--- src/rtl/axil_master.sv ---
// Single-outstanding AXI-Lite master: turns one req_* command into an AW/W/B or AR/R
// transaction and returns the result on rsp_*. Optional watchdog: AXIL_MASTER_TIMEOUT_EN.
module axil_master #(
  parameter int ADDR_W  = 2,
  parameter int TIMEOUT = 255
) (
  input  logic              clk,
  input  logic              rstn,
  input  logic              req_valid,
  output logic              req_ready,
  input  logic              req_write,
  input  logic [ADDR_W-1:0] req_addr,
  input  logic [31:0]       req_wdata,
  output logic              rsp_valid,
  input  logic              rsp_ready,
  output logic [31:0]       rsp_rdata,
  output logic [1:0]        rsp_resp,
  output logic [ADDR_W-1:0] mbus_awaddr,
  output logic              mbus_awvalid,
  input  logic              mbus_awready,
  output logic [31:0]       mbus_wdata,
  output logic [3:0]        mbus_wstrb,
  output logic              mbus_wvalid,
  input  logic              mbus_wready,
  input  logic [1:0]        mbus_bresp,
  input  logic              mbus_bvalid,
  output logic              mbus_bready,
  output logic [ADDR_W-1:0] mbus_araddr,
  output logic              mbus_arvalid,
  input  logic              mbus_arready,
  input  logic [31:0]       mbus_rdata,
  input  logic [1:0]        mbus_rresp,
  input  logic              mbus_rvalid,
  output logic              mbus_rready
);

  typedef enum logic [2:0] {IDLE, WR, WB, RD, RR, RSP} state_e;

  state_e            state_q, state_d;
  logic [ADDR_W-1:0] addr_q, addr_d;
  logic [31:0]       wdata_q, wdata_d, rdata_q, rdata_d;
  logic [1:0]        resp_q, resp_d;
  logic              aw_done_q, aw_done_d, w_done_q, w_done_d;
  logic              abort;
  logic              aw_hs, w_hs, b_hs, ar_hs, r_hs;

  if (TIMEOUT < 1) begin : g_param_chk
    $error("axil_master: TIMEOUT must be at least 1");
  end

`ifdef AXIL_MASTER_TIMEOUT_EN
  localparam int CW = $clog2(TIMEOUT + 1);
  logic [CW-1:0] cnt_q, cnt_d;
  logic          busy;

  assign busy  = (state_q == WR) || (state_q == WB) || (state_q == RD) || (state_q == RR);
  assign abort = busy && (cnt_q == CW'(TIMEOUT));

  // Held at zero in IDLE, so every transaction starts counting from 0.
  always_comb begin
    cnt_d = cnt_q;
    if (state_q == IDLE)      cnt_d = '0;
    else if (busy && !abort)  cnt_d = cnt_q + 1'b1;
  end

  always_ff @(posedge clk or negedge rstn) begin
    if (!rstn) cnt_q <= '0;
    else       cnt_q <= cnt_d;
  end
`else
  assign abort = 1'b0;
`endif

  assign aw_hs = mbus_awvalid && mbus_awready;
  assign w_hs  = mbus_wvalid  && mbus_wready;
  assign b_hs  = mbus_bvalid  && mbus_bready;
  assign ar_hs = mbus_arvalid && mbus_arready;
  assign r_hs  = mbus_rvalid  && mbus_rready;

  always_ff @(posedge clk or negedge rstn) begin
    if (!rstn) begin
      state_q   <= IDLE;
      addr_q    <= '0;
      wdata_q   <= '0;
      rdata_q   <= '0;
      resp_q    <= '0;
      aw_done_q <= 1'b0;
      w_done_q  <= 1'b0;
    end else begin
      state_q   <= state_d;
      addr_q    <= addr_d;
      wdata_q   <= wdata_d;
      rdata_q   <= rdata_d;
      resp_q    <= resp_d;
      aw_done_q <= aw_done_d;
      w_done_q  <= w_done_d;
    end
  end

  always_comb begin
    state_d   = state_q;
    addr_d    = addr_q;
    wdata_d   = wdata_q;
    rdata_d   = rdata_q;
    resp_d    = resp_q;
    aw_done_d = aw_done_q;
    w_done_d  = w_done_q;
    unique case (state_q)
      IDLE: if (req_valid) begin
        addr_d    = req_addr;
        wdata_d   = req_wdata;
        aw_done_d = 1'b0;
        w_done_d  = 1'b0;
        state_d   = req_write ? WR : RD;
      end
      WR: begin
        // AW and W complete independently; leave once both have, in any order.
        if (aw_hs) aw_done_d = 1'b1;
        if (w_hs)  w_done_d  = 1'b1;
        if ((aw_done_q || aw_hs) && (w_done_q || w_hs)) state_d = WB;
      end
      WB: if (b_hs) begin
        resp_d  = mbus_bresp;
        rdata_d = '0;
        state_d = RSP;
      end
      RD: if (ar_hs) state_d = RR;
      RR: if (r_hs) begin
        resp_d  = mbus_rresp;
        rdata_d = mbus_rdata;
        state_d = RSP;
      end
      RSP: if (rsp_ready) state_d = IDLE;
      default: state_d = IDLE;
    endcase
    if (abort) begin
      state_d = RSP;
      resp_d  = 2'b11;
      rdata_d = '0;
    end
  end

  // Bus valids/readies are gated by abort so they drop in the cycle the watchdog fires.
  always_comb begin
    req_ready    = (state_q == IDLE);
    rsp_valid    = (state_q == RSP);
    mbus_awvalid = (state_q == WR) && !aw_done_q && !abort;
    mbus_wvalid  = (state_q == WR) && !w_done_q && !abort;
    mbus_bready  = (state_q == WB) && !abort;
    mbus_arvalid = (state_q == RD) && !abort;
    mbus_rready  = (state_q == RR) && !abort;
    mbus_wstrb   = mbus_wvalid ? 4'hF : 4'h0;
  end

  assign rsp_rdata   = rdata_q;
  assign rsp_resp    = resp_q;
  assign mbus_awaddr = addr_q;
  assign mbus_araddr = addr_q;
  assign mbus_wdata  = wdata_q;

endmodule

--- config.mk ---
export PLATFORM = sky130hd
export DESIGN_NAME = axil_master
export DESIGN_NICKNAME = d
export VERILOG_FILES = /design/src/rtl/axil_master.sv
export SDC_FILE = /design/constraint.sdc
export NUM_CORES = 1
export LEC_CHECK = 0
export CAP_MARGIN = 0
export CORE_AREA = 4 4 91 93
export DETAILED_ROUTE_END_ITERATION = 6
export DIE_AREA = 0 0 95 97
export GPL_ROUTABILITY_DRIVEN = 1
export PLACE_DENSITY = 0.8
export SYNTH_ARGS = -nofsm -noshare
export SYNTH_HDL_FRONTEND = slang
export SYNTH_SLANG_ARGS = --single-unit
--- constraint.sdc ---
create_clock -name clk -period 3.4 [get_ports clk]
set_input_delay 0.68 -clock clk [delete_from_list [all_inputs] [get_ports clk]]
set_output_delay 0.68 -clock clk [all_outputs]
set_load 0.01 [all_outputs]
==> load_flow_metrics.sql, run 1 <==
INSERT INTO impl_metrics (metric_group, metric, value, unit) VALUES
('timing', 'setup-tns-final', '0', 'ps'),
('power_and_ir_drop', 'power_density', '929', 'mW/mm²'),
('timing', 'setup_repair_after_global_routing_missed_its_margin', 'no', ''),
('cells_and_area', 'fraction_of_final_layout_cells_sized_beyond_drive_strength_1', '6.56', '%'),
('synthesis', 'fraction_of_the_yosys_area_taken_by_sequential_cells', '62.0', '%'),
('power_and_ir_drop', 'power.leakage', '2.03', 'nW'),
('cells_and_area', 'filler_cell_count', '612', ''),
('timing', 'timing_hold_violations_final', '0', ''),
('synthesis', 'syn_area', '0.00295', 'mm²'),
('global_route', 'track_usage', '16.9', '%'),
('synthesis', 'synth.net_count', '289', ''),
('synthesis', 'synthMuxAreaShare', '14.1', '%'),
('timing', 'slew_viol_final', '0', ''),
('synthesis', 'synth.distinct_cells', '30', ''),
('clocking', 'cts_max_level', '3', ''),
('cells_and_area', 'layout.cells.most_common', 'clkdlybuf4s50_1', ''),
('setup_path', 'rrSetupSlack', '1500', 'ps'),
('job', 'max_cap_violations', '0', ''),
('clocking', 'cts_made_buffers', '9', ''),
('timing', 'relSlewSlack', '40.8', '%'),
('floorplanning', 'top_level_ports', '161', ''),
('detailed_routing', 'drt_drc_violations_left', '0', ''),
('timing', 'worst_tran_pin_value', '888', 'ps'),
('global_route', 'grt_max_degree', '74', ''),
('placement', 'place_ws', '962', 'ps'),
('synthesis', 'post_synth_xor_area_fraction', '0', '%'),
('floorplanning', 'floorplan.core_area', '0.00753', 'mm²'),
('clocking', 'clockBufferDepth', '2', ''),
('placement', 'place_inst', '453', ''),
('global_route', 'first_global_vias', '2448', ''),
('detailed_routing', 'drt_iter0_markers', '73', ''),
('timing', 'finClkSkew', '10.2', 'ps'),
('placement', 'routabilityCongestion', '0.847', ''),
('floorplanning', 'die_area', '0.00922', 'mm²'),
('synthesis', 'synth_compound_area_share', '13.7', '%'),
('clocking', 'cts_hold_buf', '0', ''),
('detailed_routing', 'detail-route-antenna-nets', '0', ''),
('clocking', 'post_cts.repair.setup_buffers', '0', ''),
('clocking', 'worstSkewPairLatency', '330', 'ps'),
('clocking', 'clockRootBuffer', 'clkbuf_8', ''),
('cells_and_area', 'diodes', '0', ''),
('timing', 'ratio_of_final_minimum_period_to_clock_period', '82.1', '%'),
('synthesis', 'synth_top_family_by_area', 'multiplexers', ''),
('synthesis', 'synth-warning-count', '0', ''),
('timing', 'timing.final.setup_violations', '0', ''),
('cells_and_area', 'post_layout_utilization_of_the_core', '63.3', '%'),
('synthesis', 'synthesis.instances', '209', ''),
('timing', 'fmaxAchievable', '0.358', 'GHz'),
('timing', 'timing.final.ws_setup', '610', 'ps'),
('placement', 'dp.final_hpwl', '5790', 'µm'),
('min_path', 'holdCritPathClass', 'input pin to asynchronous set/reset pin', ''),
('synthesis', 'synth_simple_gate_area_share', '4.80', '%'),
('synthesis', 'post_synth_fa_ha_maj_area_fraction', '0', '%'),
('global_route', 'grt_antenna_before_repair', '0', ''),
('outcome', 'status', 'completed', ''),
('setup_path', 'worstPathRequired', '2720', 'ps'),
('detailed_routing', 'drt_pass1_iterations', '4', ''),
('detailed_routing', 'vias', '2296', ''),
('synthesis', 'synthesized_flop_and_latch_total', '73', ''),
('setup_path', 'critPathLaunchType', 'flip-flop', ''),
('clocking', 'clock_sinks', '73', ''),
('power_and_ir_drop', 'ir_drop', '0.000425', 'V'),
('cells_and_area', 'syn2layout_area_growth', '61.8', '%'),
('floorplanning', 'rows', '32', ''),
('cells_and_area', 'final_nets', '442', ''),
('setup_path', 'worstSetupPathType', 'flip-flop to output pin', ''),
('cells_and_area', 'finalNonFillerCells', '468', ''),
('global_route', 'first_pass_grt_wire_length', '12200', 'µm'),
('global_route', 'overflow', '0', ''),
('detailed_routing', 'detailed_route_wire_length', '7590', 'µm'),
('timing', 'final.hold.worst_slack', '474', 'ps');
[power by group]
group          total [W]  leakage [nW]  internal (W)  switching (W)
Combinational    0.00208          1.01       0.00128       0.000807
Clock           0.000758         0.112      0.000451       0.000307
Sequential       0.00159         0.912       0.00131       0.000279
Total            0.00443          2.03       0.00304        0.00139
[critical path, stage by stage, from the launching register on]
cell,delay [ps]
dfrtp_1,510
nor2_1,260
nand2_1,130
nor2_1,280
clkdlybuf4s50_1,600
[metal layers]
metal	part of all wire [%]	up-vias	track usage [%]	wire [µm]
li1	-	1064	-	-
met1	39	1134	19.8	2970
met2	52	89	29.4	3960
met3	8.0	9	5.75	604
met4	0.83	0	4.11	63
met5	0	-	0	0
[cells in the mapped netlist, drive strengths merged]
library cell and n:
mux2 35, a2111oi 1, o21ai 5, o31ai 1, nand4bb 1, mux2i 2
inv 3, nor2 10, buf 20, and3 1, o211ai 3, or4 1
nand2 6, and3b 2, a21oi 4, nand2b 2, nor3 1, nand3b 1
o211a 1, o22a 2, a22o 32, dfrtp 73, and2 1, nor3b 1
[final cells by class]
type	count	area [µm²]	area share (%)
tap	102	128	2.68
timing repair buffer	162	1610	33.9
clock buffer	11	151	3.18
multi-input combinational	113	958	20.1
inverter	3	11.3	0.236
clock inverter	4	76.3	1.60
sequential	73	1830	38.3
[path summary, 6_finish.rpt]
kind / from / cells past startpoint / end
min in group clk: mbus_wdata[25]$_DFFE_PN0P_ / 1 / mbus_wdata[25]$_DFFE_PN0P_
worst min register to register: mbus_wdata[25]$_DFFE_PN0P_ / 1 / mbus_wdata[25]$_DFFE_PN0P_
worst max-delay path: state_q[2]$_DFFE_PN0P_ / 4 / mbus_wstrb[1]
max in group asynchronous: rstn / 1 / state_q[0]$_DFFE_PN0P_
worst max register to register: state_q[0]$_DFFE_PN0P_ / 4 / mbus_wdata[29]$_DFFE_PN0P_
worst min-delay path: rstn / 1 / mbus_araddr[0]$_DFFE_PN0P_
[state kept, by name, summed over array words and instances, names as in the netlist]
| signal | flops |
|---|---|
| w_done_q | 1 |
| mbus_wdata | 32 |
| rsp_rdata | 32 |
| aw_done_q | 1 |
| mbus_araddr | 2 |
| rsp_resp | 2 |
| state_q | 3 |
[per-stage QoR]
stage | instance area, µm² | total power [W]
2_1_floorplan | 2950 | 0.00255
6_report | 4770 | 0.00443
4_1_cts | 4770 | 0.00449
3_3_place_gp | 4540 | 0.00365
3_5_place_dp | 4540 | 0.00372
5_1_grt | 4770 | 0.00471
[logic make-up after synthesis]
group           after synthesis
mux                          37
simple gates                 27
buf+inv                      23
flops                        73
compound gates               49
(Power assumes the default switching activity.)
==> run 2: changes to the inputs <==
- CORE_AREA: 4 4 91 93 -> 4 4 97 99
- DIE_AREA: 0 0 95 97 -> 0 0 101 103
- PLACE_DENSITY: 0.8 -> 0.74
- clock period: 3.4 -> 2.35 ns (I/O delays scaled with it)
==> load_flow_metrics.sql, run 2 (synthesis results as in run 1) <==
INSERT INTO impl_metrics (metric_group, metric, value, unit) VALUES
('cells_and_area', 'diodes', '0', ''),
('setup_path', 'rrSetupSlack', '530', 'ps'),
('detailed_routing', 'drt_iter0_markers', '84', ''),
('floorplanning', 'initial_utilization', '34.4', '%'),
('setup_path', 'timing.critical_path.slowest_cell_delay', '560', 'ps'),
('clocking', 'cts_hold_buf', '0', ''),
('clocking', 'cts_tree', 'built', ''),
('power_and_ir_drop', 'power.leakage', '2.12', 'nW'),
('setup_path', 'worst_r2r_startpoint', 'state_q[1]$_DFFE_PN0P_', ''),
('outcome', 'status', 'completed', ''),
('setup_path', 'critical_path.n_buffers_inverters', '1', ''),
('global_route', 'grt_max_degree', '46', ''),
('cells_and_area', 'multi_input_logic_area', '976', 'µm²'),
('global_route', 'first_pass_grt_wire_length', '12200', 'µm'),
('clocking', 'clk_transition_reported_paths', '80', 'ps'),
('clocking', 'clockBufferDepth', '2', ''),
('cells_and_area', 'layout.cells.most_common', 'clkdlybuf4s50_1', ''),
('setup_path', 'r2r_cells', '5', ''),
('setup_path', 'critical_path.startpoint', 'state_q[1]$_DFFE_PN0P_', ''),
('detailed_routing', 'detailed_route_wire_length', '7970', 'µm'),
('cells_and_area', 'fraction_of_final_layout_cells_sized_beyond_drive_strength_1', '8.63', '%'),
('timing', 'worst_tran_pin_value', '389', 'ps'),
('clocking', 'cts_made_buffers', '9', ''),
('floorplanning', 'floorplan.core_area', '0.00855', 'mm²'),
('setup_path', 'cells_along_the_critical_path', 'nor2_2, nand2_1, nor2_4, clkdlybuf4s50_1', ''),
('global_route', 'grt_antenna_before_repair', '0', ''),
('timing', 'relSlewSlack', '74.1', '%'),
('placement', 'dp.final_hpwl', '6020', 'µm'),
('detailed_routing', 'drt_pass1_iterations', '4', ''),
('detailed_routing', 'vias', '2295', ''),
('placement', 'routabilityCongestion', '0.889', ''),
('detailed_routing', 'detail-route-antenna-nets', '0', ''),
('placement', 'number_of_port_buffers', '160', ''),
('setup_path', 'slowest_stage', 'clkdlybuf4s50_1', ''),
('setup_path', 'crit_cells', '4', ''),
('timing', 'ratio_of_final_minimum_period_to_clock_period', '95.4', '%'),
('setup_path', 'critPathLaunchType', 'flip-flop', ''),
('floorplanning', 'rows', '34', ''),
('setup_path', 'timing.critical_path.fanout_max', '5', ''),
('global_route', 'first_global_vias', '2396', ''),
('floorplanning', 'top_level_ports', '161', ''),
('power_and_ir_drop', 'ir_drop', '0.000543', 'V'),
('setup_path', 'worstPathRequired', '1880', 'ps'),
('timing', 'final.hold.worst_slack', '50.5', 'ps'),
('timing', 'fmaxAchievable', '0.446', 'GHz'),
('clocking', 'clockRootBuffer', 'clkbuf_8', ''),
('timing', 'timing_hold_violations_final', '0', ''),
('detailed_routing', 'wire_per_inst', '16.6', 'µm'),
('clocking', 'clock_sinks', '73', ''),
('placement', 'place_area', '0.00461', 'mm²'),
('job', 'max_cap_violations', '0', ''),
('clocking', 'cts_max_level', '3', ''),
('timing', 'timing.final.setup_violations', '0', ''),
('timing', 'setup-tns-final', '0', 'ps'),
('setup_path', 'r2r_end', 'state_q[1]$_DFFE_PN0P_', ''),
('setup_path', 'critical_path_arrival', '1770', 'ps'),
('global_route', 'overflow', '0', ''),
('detailed_routing', 'drt_drc_violations_left', '0', ''),
('cells_and_area', 'finalNonFillerCells', '479', ''),
('cells_and_area', 'final_design_area_no_fill', '0.00486', 'mm²'),
('power_and_ir_drop', 'power_density', '1340', 'mW/mm²'),
('clocking', 'cts_resized', '3', ''),
('placement', 'place_inst', '463', ''),
('floorplanning', 'die_area', '0.0104', 'mm²'),
('global_route', 'track_usage', '15.2', '%'),
('cells_and_area', 'mostFrequentLayoutCells', 'clkdlybuf4s50_1, dfrtp_1, a22o_1', ''),
('min_path', 'holdCritPathClass', 'input pin to asynchronous set/reset pin', ''),
('timing', 'setup_repair_after_global_routing_missed_its_margin', 'no', ''),
('setup_path', 'critical-path-top-delay-family', 'buffers and inverters', ''),
('clocking', 'post_cts.repair.setup_buffers', '0', ''),
('cells_and_area', 'layout.area.seq', '0.00183', 'mm²'),
('power_and_ir_drop', 'report.power.total', '0.00650', 'W'),
('timing', 'slew_viol_final', '0', ''),
('setup_path', 'critical_path_endpoint_category', 'output pin', ''),
('setup_path', 'endpoint', 'mbus_wvalid', ''),
('floorplanning', 'chipWidth', '101', 'µm'),
('detailed_routing', 'avgViaCountPerCell', '4.79', ''),
('floorplanning', 'dieHeight', '103', 'µm'),
('setup_path', 'worstSetupPathType', 'flip-flop to output pin', ''),
('cells_and_area', 'final_nets', '446', ''),
('timing', 'finClkSkew', '9.58', 'ps'),
('cells_and_area', 'filler_cell_count', '740', ''),
('clocking', 'worstSkewPairLatency', '330', 'ps'),
('timing', 'clock_period_minus_final_worst_setup_slack', '2240', 'ps'),
('cells_and_area', 'syn2layout_area_growth', '65.0', '%');
-- run 2: cell count changes in the layout (fill, tap and decap cells not counted), moves of 2 or more --
cell and delta:
buf_12 +3, nor2_4 +2, clkinv_2 +2, nor2_1 -3, dlymetal6s2s_1 +3, clkdlybuf4s50_1 -3
-- run 2: worst min path at each step --
| stage | start | end | cells after the start |
|---|---|---|---|
| 2_1_floorplan | rstn | aw_done_q$_DFFE_PN0P_ | 0 |
| 3_3_place_gp | rstn | rsp_rdata[26]$_DFFE_PN0P_ | 1 |
| 3_5_place_dp | rstn | rsp_rdata[27]$_DFFE_PN0P_ | 1 |
| 4_1_cts | rstn | rsp_rdata[27]$_DFFE_PN0P_ | 1 |
| 5_1_grt | rstn | rsp_rdata[28]$_DFFE_PN0P_ | 1 |
| 6_report | rstn | rsp_rdata[28]$_DFFE_PN0P_ | 1 |
-- run 2: final cells by class --
type                            instances  area share (%)
Clock inverter                          5            1.62
Multi-Input combinational cell        113            20.1
Sequential cell                        73            37.6
Inverter                                3           0.232
Tap cell                              108            2.78
Timing Repair Buffer                  166            34.8
Clock buffer                           11            2.91
-- run 2: power by group --
part	switching, W	total (W)	internal, W
clock network	0.000452	0.00108	0.000626
logic	0.00125	0.00315	0.00190
registers	0.000371	0.00227	0.00190
-- run 2: per-layer routing --
metal,up-vias,global-route usage [%],wire (µm)
met5,-,0,0
met4,0,7.06,163
met3,12,4.13,652
met2,96,26.2,3980
met1,1120,17.7,3170
li1,1067,-,-
-- run 2: through the flow --
| step | setup WS (ps) | utilization, % |
|---|---|---|
| 3_5_place_dp | 230 | 54.0 |
| 3_3_place_gp | 273 | 54.0 |
| 6_report | 108 | 56.8 |
| 2_1_floorplan | 565 | - |
| 4_1_cts | 3.68 | 56.6 |
| 5_1_grt | 2.76 | 56.8 |
